===== config.mk =====
export PLATFORM = sky130hd
export DESIGN_NAME = pr_shutdown_axis_term
export DESIGN_NICKNAME = d
export VERILOG_FILES = /design/src/rtl/pr_shutdown_axis_term.sv
export SDC_FILE = /design/constraint.sdc
export NUM_CORES = 1
export LEC_CHECK = 0
export BUFFER_PORTS_ARGS = -buffer_cell sky130_fd_sc_hd__buf_2
export CORE_UTILIZATION = 38
export CTS_BUF_LIST = sky130_fd_sc_hd__clkbuf_16
export DETAILED_ROUTE_END_ITERATION = 16
export GPL_ROUTABILITY_DRIVEN = 0
export PLACE_DENSITY = 0.85
export RECOVER_POWER = 100
export SLEW_MARGIN = 20
export SYNTH_ARGS = -nofsm -noshare
export SYNTH_HDL_FRONTEND = slang
export SYNTH_SLANG_ARGS = --single-unit

===== constraint.sdc =====
create_clock -name clk -period 1.75 [get_ports clk]
set_input_delay 0.175 -clock clk [delete_from_list [all_inputs] [get_ports clk]]
set_output_delay 0.175 -clock clk [all_outputs]
set_load 0.05 [all_outputs]

===== src/rtl/pr_shutdown_axis_term.sv =====
// AXI4-Stream terminator placed between a reconfigurable partition and static logic.
// Optional build macro PR_SHUTDOWN_AXIS_TERM_TUSER_ERR_EN sets tuser to all ones on the forced TERM beat.
module pr_shutdown_axis_term #(
    parameter int unsigned C_AXIS_TDATA_WIDTH = 32,
    parameter int unsigned C_AXIS_TUSER_WIDTH = 1,
    parameter int unsigned C_TIMEOUT_CYCLES   = 256
) (
    input  logic                            clk,
    input  logic                            rst,
    input  logic                            shutdown_req,
    output logic                            shutdown_ack,
    input  logic [C_AXIS_TDATA_WIDTH-1:0]   s_axis_tdata,
    input  logic [C_AXIS_TDATA_WIDTH/8-1:0] s_axis_tkeep,
    input  logic [C_AXIS_TUSER_WIDTH-1:0]   s_axis_tuser,
    input  logic                            s_axis_tlast,
    input  logic                            s_axis_tvalid,
    output logic                            s_axis_tready,
    output logic [C_AXIS_TDATA_WIDTH-1:0]   m_axis_tdata,
    output logic [C_AXIS_TDATA_WIDTH/8-1:0] m_axis_tkeep,
    output logic [C_AXIS_TUSER_WIDTH-1:0]   m_axis_tuser,
    output logic                            m_axis_tlast,
    output logic                            m_axis_tvalid,
    input  logic                            m_axis_tready
);

    localparam int unsigned              CNT_W    = $clog2(C_TIMEOUT_CYCLES) + 1;
    localparam logic [CNT_W-1:0]         CNT_LAST = CNT_W'(C_TIMEOUT_CYCLES - 1);
`ifdef PR_SHUTDOWN_AXIS_TERM_TUSER_ERR_EN
    localparam logic [C_AXIS_TUSER_WIDTH-1:0] TERM_TUSER = '1;
`else
    localparam logic [C_AXIS_TUSER_WIDTH-1:0] TERM_TUSER = '0;
`endif

    typedef enum logic [1:0] {
        RUN   = 2'd0,
        DRAIN = 2'd1,
        TERM  = 2'd2,
        SHUT  = 2'd3
    } state_t;

    state_t             r_state;
    state_t             w_next;
    logic               r_in_packet;
    logic [CNT_W-1:0]   r_idle_cnt;
    logic               r_ack;

    logic               w_pass;
    logic               w_accept;
    logic               w_timeout;

    assign w_pass    = (r_state == RUN) || (r_state == DRAIN);
    assign w_accept  = w_pass && s_axis_tvalid && m_axis_tready;
    assign w_timeout = (r_idle_cnt == CNT_LAST);

    always_comb begin
        w_next = r_state;
        case (r_state)
            RUN: begin
                if (shutdown_req) begin
                    if (w_accept && s_axis_tlast)
                        w_next = SHUT;
                    else if (!r_in_packet && !w_accept)
                        w_next = SHUT;
                    else
                        w_next = DRAIN;
                end
            end
            DRAIN: begin
                if (w_accept && s_axis_tlast)
                    w_next = SHUT;
                else if (!shutdown_req)
                    w_next = RUN;
                else if (w_timeout && !s_axis_tvalid)
                    w_next = TERM;
            end
            TERM: begin
                if (m_axis_tready)
                    w_next = SHUT;
            end
            SHUT: begin
                if (!shutdown_req)
                    w_next = RUN;
            end
            default: w_next = SHUT;
        endcase
    end

    // Ack is registered from the next state so it is high exactly while the state register is SHUT.
    always_ff @(posedge clk or posedge rst) begin
        if (rst) begin
            r_state <= SHUT;
            r_ack   <= 1'b1;
        end else begin
            r_state <= w_next;
            r_ack   <= (w_next == SHUT);
        end
    end

    always_ff @(posedge clk or posedge rst) begin
        if (rst)
            r_in_packet <= 1'b0;
        else if (!w_pass)
            r_in_packet <= 1'b0;
        else if (w_accept)
            r_in_packet <= !s_axis_tlast;
    end

    // Zero outside DRAIN, so every DRAIN entry starts from a clean count.
    always_ff @(posedge clk or posedge rst) begin
        if (rst)
            r_idle_cnt <= '0;
        else if ((r_state != DRAIN) || w_accept)
            r_idle_cnt <= '0;
        else if (!s_axis_tvalid)
            r_idle_cnt <= r_idle_cnt + 1'b1;
    end

    always_comb begin
        m_axis_tdata  = '0;
        m_axis_tkeep  = '0;
        m_axis_tuser  = '0;
        m_axis_tlast  = 1'b0;
        m_axis_tvalid = 1'b0;
        s_axis_tready = 1'b0;
        case (r_state)
            RUN, DRAIN: begin
                m_axis_tdata  = s_axis_tdata;
                m_axis_tkeep  = s_axis_tkeep;
                m_axis_tuser  = s_axis_tuser;
                m_axis_tlast  = s_axis_tlast;
                m_axis_tvalid = s_axis_tvalid;
                s_axis_tready = m_axis_tready;
            end
            TERM: begin
                m_axis_tkeep  = '1;
                m_axis_tuser  = TERM_TUSER;
                m_axis_tlast  = 1'b1;
                m_axis_tvalid = 1'b1;
            end
            SHUT: begin
                s_axis_tready = 1'b1;
            end
            default: begin
                s_axis_tready = 1'b0;
            end
        endcase
    end

    assign shutdown_ack = r_ack;

endmodule


After elaboration in Yosys (flattened, before gate mapping)
Cells that the tools add are included.
{ "totals": {"output_inout_bits": 41, "in_bits": 43, "ff_bits": 13} }
{ "classes": {"addsub": 1, "reduce_logical": 13, "n_eq_ne": 8, "muxes": 19} }
{ "op_table": {"columns": ["cell", "n"], "rows": [
  ["two-way mux 32 bit", 1],
  ["two-way mux 9 bit", 2],
  ["two-way mux 2 bit", 8],
  ["adder 9 x 1 -> 9 bit (second input constant)", 1],
  ["equality test 9 x 8 -> 1 bit (second input constant)", 1],
  ["case mux 2 bit (4 select lines)", 1],
  ["case mux 4 bit (2 select lines)", 1],
  ["equality test 2 bit (second input constant)", 3],
  ["inequality test 2 x 1 -> 1 bit (second input constant)", 3],
  ["case mux 1 bit (2 select lines)", 3],
  ["logical AND 1 bit", 5],
  ["zero test 1 bit", 4],
  ["two-way mux 1 bit", 3],
  ["equality test 2 x 1 -> 1 bit (second input constant)", 1],
  ["zero test 2 bit", 1],
  ["logical OR 1 bit", 2],
  ["OR reduction 2 bit", 1]
]} }

Longest topological paths before layout
{ "logic_depth": {"ltp_word": 11, "ltp_mapped": 8, "mapped_depth_nobuf": 8} }

Least setup slack after synthesis
Ideal clock, no wire load.
{ "synth_path": {"kind": "register to output", "startpoint": "reg r_state[1]", "endpoint": "out m_axis_tkeep[0]", "path_buffers": 2, "t_arrival_ns": 1.764, "stages_incl_launch_ff": 4, "setup_slack_ns": -0.189, "path_cell_list": "dfstp_2 buf_2 buf_2 o21ai_0"} }
{ "synth_via": {"elab_chain_len": 3, "elab_cells_between_ends": 5, "cone_classes": "eq/ne: 2; mux: 1; reduce/logical: 2"} }
{ "synth_lines": {"columns": ["element", "line", "rtl"], "rows": [
  ["from (decl)", "41", "state_t r_state;"],
  ["from (signal assigned)", "94", "r_state <= w_next;"],
  ["equality test 2 x 1 -> 1 bit or zero test 2 bit (tied branches)", "125", "case (r_state)"],
  ["OR reduction 2 bit", "125", null],
  ["case mux 4 bit (2 select lines) *", "125", null],
  ["to (decl)", "19", "output logic [C_AXIS_TDATA_WIDTH/8-1:0] m_axis_tkeep,"]
]} }
Mark *: on every way between the ends. The rest lies on a longest branch, timed or not.

Final worst setup path
{ "layout_path": {"startpoint": "reg r_state[1]", "endpoint": "out m_axis_tkeep[2]"} }
The elaborated chain is that of the path after synthesis.

==> impl_results.md <==
* Total iterations of the first detailed-routing run at 4
* Post-synth EDFFs at 0
* Syn Area/Cell at 8.18 µm²
* Final WL at 2690 µm
* Postcts setup bufs at 0
* Clock skew at 0.00399 ns
* Core area at 0.00248 mm²
* FFs w/ async S/R, synth at 1.00
* Vias post-DR at 1088
* H-Tree Depth at 1
* Largest stage delay, worst path at 0.57 ns
* Largest net degree at the start of global routing at 32
* Aggregate global routing overflow at 0
* Max clock buf depth at 2
* Status: completed
* Hold WS at 0.234 ns
* Rel. slew slack at 0.605
* Flop-to-flop setup slack at 0.16 ns
* DRC at 0
* CTS clk-pin slew, worst paths at 0.05 ns
* Yosys top cell area share at 0.251
* Num CTS Buffers at 3
* CP required at 1.57 ns
* Cell family with most CP delay: flip-flops
* Peak VDD IR at 1.36 mV
* Worst Hold Endpoint: r_state[1]
* N_diodes at 0
* Starting Density at 0.403
* Fillers at 241
* Area of the multi-input gates at 607 µm²
* Largest area contributor in the netlist: dfrtp_1
* Std cell rows at 18
* Yosys reg bits at 13
* Global-route wire length before repair at 3990 µm
* WP buf/inv at 2
* Synth Area in Simple Gates at 0.422
* NumNets Final at 251
* Vias/cell at 4.63
* Die W at 53.3 µm
* Largest family of logic cells by synthesized area: simple AND/OR/NAND/NOR gates
* Post-Synthesis Cells at 122
* Post-Syn Area at 998 µm²
* Vert. Die Dim at 53.3 µm
* Seq. cell area at 329 µm²
* Adder-Cell Fraction of Synth Area at 0.0251
* Mux cell area share after synthesis at 0
* Leak at 0.802 nW
* Final Setup Violations at 0
* Die area at 0.00284 mm²
* Hold path cells at 3
* DR WL/cell at 11.4 µm
* Max stage delay cell, worst path: dfstp_2
* Kind of critical path: reg -> out
* PwrDens at 1930 mW/mm²
* Hold path startpoint: shutdown_req
* FF-to-FF End: shutdown_ack
* Final Power at 2.95 mW
* Share of layout cells above drive strength 1 at 0.454
* Vias in the first global route at 1008
* Clock Tree Root: clkbuf_16
* Largest cells by area after synthesis: dfrtp_1, nor2b_1, dfstp_2
* Ports at 84
* CTS Sinks at 13
* Max Slew Vio Count at 0
* Synth Area in Compound Gates at 0.110
* Critical Path End Type: output pin
* Ys flop type: dfrtp_1
* Worst-Margin Slew at 0.594 ns
* Final Cycle Share at 0.949
* Setup repair after global routing missed its margin: false
* IO Port Bufs at 83
* TritonCTS clock tree: done
* XOR/XNOR Fraction of Synth Area at 0.0526
* DRT antenna net count at 0
* Hold Crit Class: in -> reg
* Clock Latency Late Sink at 0.24 ns
* Initial detailed-routing violation count at 13
* Max Fclk at 0.602 GHz
* Crit-path cells: buf_12 -> nand2b_1 -> o21ai_0 -> clkbuf_2
* Initial antenna violation count at 0
* Startpoint Class: flip-flop
* Syn. warnings at 0
* Sequential area share after synthesis at 0.330
* Path depth of the worst reg2reg path at 8
* DPL Wire Length at 2150 µm
* Critical Path AT at 1.49 ns
* Syn_nets at 167
* Max cap viols at 0
* Synth-to-layout area growth at 52.9%
* Reg2Reg Launch Point: r_idle_cnt[0]
* Crit-path max FO at 31
* Hold Fails Final Rpt at 0
* Period minus WS final at 1.66 ns
* Total GRT Usage at 0.198
* Distinct cells, synth at 30
## layout make-up
type                            count  area share
Timing Repair Buffer               86       0.296
Clock buffer                        3      0.0492
Inverter                            6      0.0148
Multi-Input combinational cell     96       0.398
Clock inverter                      1     0.00246
Tap cell                           30      0.0246
Sequential cell                    13       0.216
## cell usage after synthesis (4+ instances only)
| library cell | number |
|---|---|
| nor2b_1 | 34 |
| nor2_1 | 14 |
| dfrtp_1 | 10 |
| o21ai_0 | 7 |
| inv_1 | 6 |
| nand2_1 | 5 |
| a21oi_1 | 4 |
| nand2b_1 | 4 |
| xor2_1 | 4 |
## worst register-to-register path, cell delays in order (launching register included)
cell     delay (ns)
dfrtp_1        0.39
ha_1           0.23
nand3_1        0.07
nor2_1         0.04
ha_1           0.17
and2b_1        0.16
a21oi_1        0.14
o32a_1         0.19
and2_0         0.13
## worst max path at each step
stage / start / end / slack [ns] / depth (start not counted)
3_3_place_gp: r_idle_cnt[0] / shutdown_ack / 0.23 / 8
5_1_grt: r_state[1] / m_axis_tkeep[0] / 0.02 / 4
2_1_floorplan: r_state[1] / m_axis_tkeep[0] / -0.19 / 3
3_5_place_dp: r_idle_cnt[0] / shutdown_ack / 0.18 / 8
6_report: r_state[1] / m_axis_tkeep[2] / 0.09 / 4
4_1_cts: r_state[1] / m_axis_tkeep[0] / 0.10 / 4
## power breakdown
| part | internal, mW | leakage (nW) | total [mW] | switching (mW) |
|---|---|---|---|---|
| logic | 0.478 | 0.590 | 2.09 | 1.61 |
| clock network | 0.301 | 0.0423 | 0.427 | 0.126 |
| registers | 0.373 | 0.171 | 0.428 | 0.0557 |
## registers in the layout, indices dropped and copies added (netlist names)
name,count
shutdown_ack,1
r_in_packet,1
r_idle_cnt,9
r_state,2
## metrics by stage
stage | utilization | instances | setup WS, ns | cell area, µm² | setup TNS [ns]
2_1_floorplan | - | 122 | -0.189 | 998 | -0.756
3_3_place_gp | 0.582 | 230 | 0.225 | 1440 | 0
3_5_place_dp | 0.582 | 230 | 0.179 | 1440 | 0
4_1_cts | 0.618 | 235 | 0.103 | 1530 | 0
5_1_grt | 0.616 | 235 | 0.0186 | 1530 | 0
6_report | 0.616 | 235 | 0.0886 | 1530 | 0
## kinds of logic after synthesis
kind of cell | count (synthesis)
flops | 13
compound gates | 17
xor+xnor | 6
fa+ha+maj | 2
simple gates | 71
buf+inv | 13
## cell usage in the layout (no fill, tap or decap), types with 4 or more instances in the layout
cell type  synthesis  routed
inv_1              6       7
o21ai_0            7       7
clkbuf_2           0      38
xor2_1             4       4
nand2_1            5       5
nand2b_1           4       5
nor2_1            14      14
a21oi_1            4       4
dfrtp_1           10      10
nor2b_1           34      34
buf_2              3      44
## metal layers
layer  share of wire  GRT usage  up-vias
li1                -          -      557
met1            0.43      0.247      479
met2            0.48      0.313       47
met3           0.074     0.0546        5
met4           0.017     0.0921        0
met5               0          0        -
## timing repair
| item | CTS | global route |
|---|---|---|
| hold buffers | 1 | 0 |
| endpoints found under the hold margin | 10 | 0 |
| resized for setup | 0 | 0 |
Note: power is estimated with default switching activity, not from simulation.
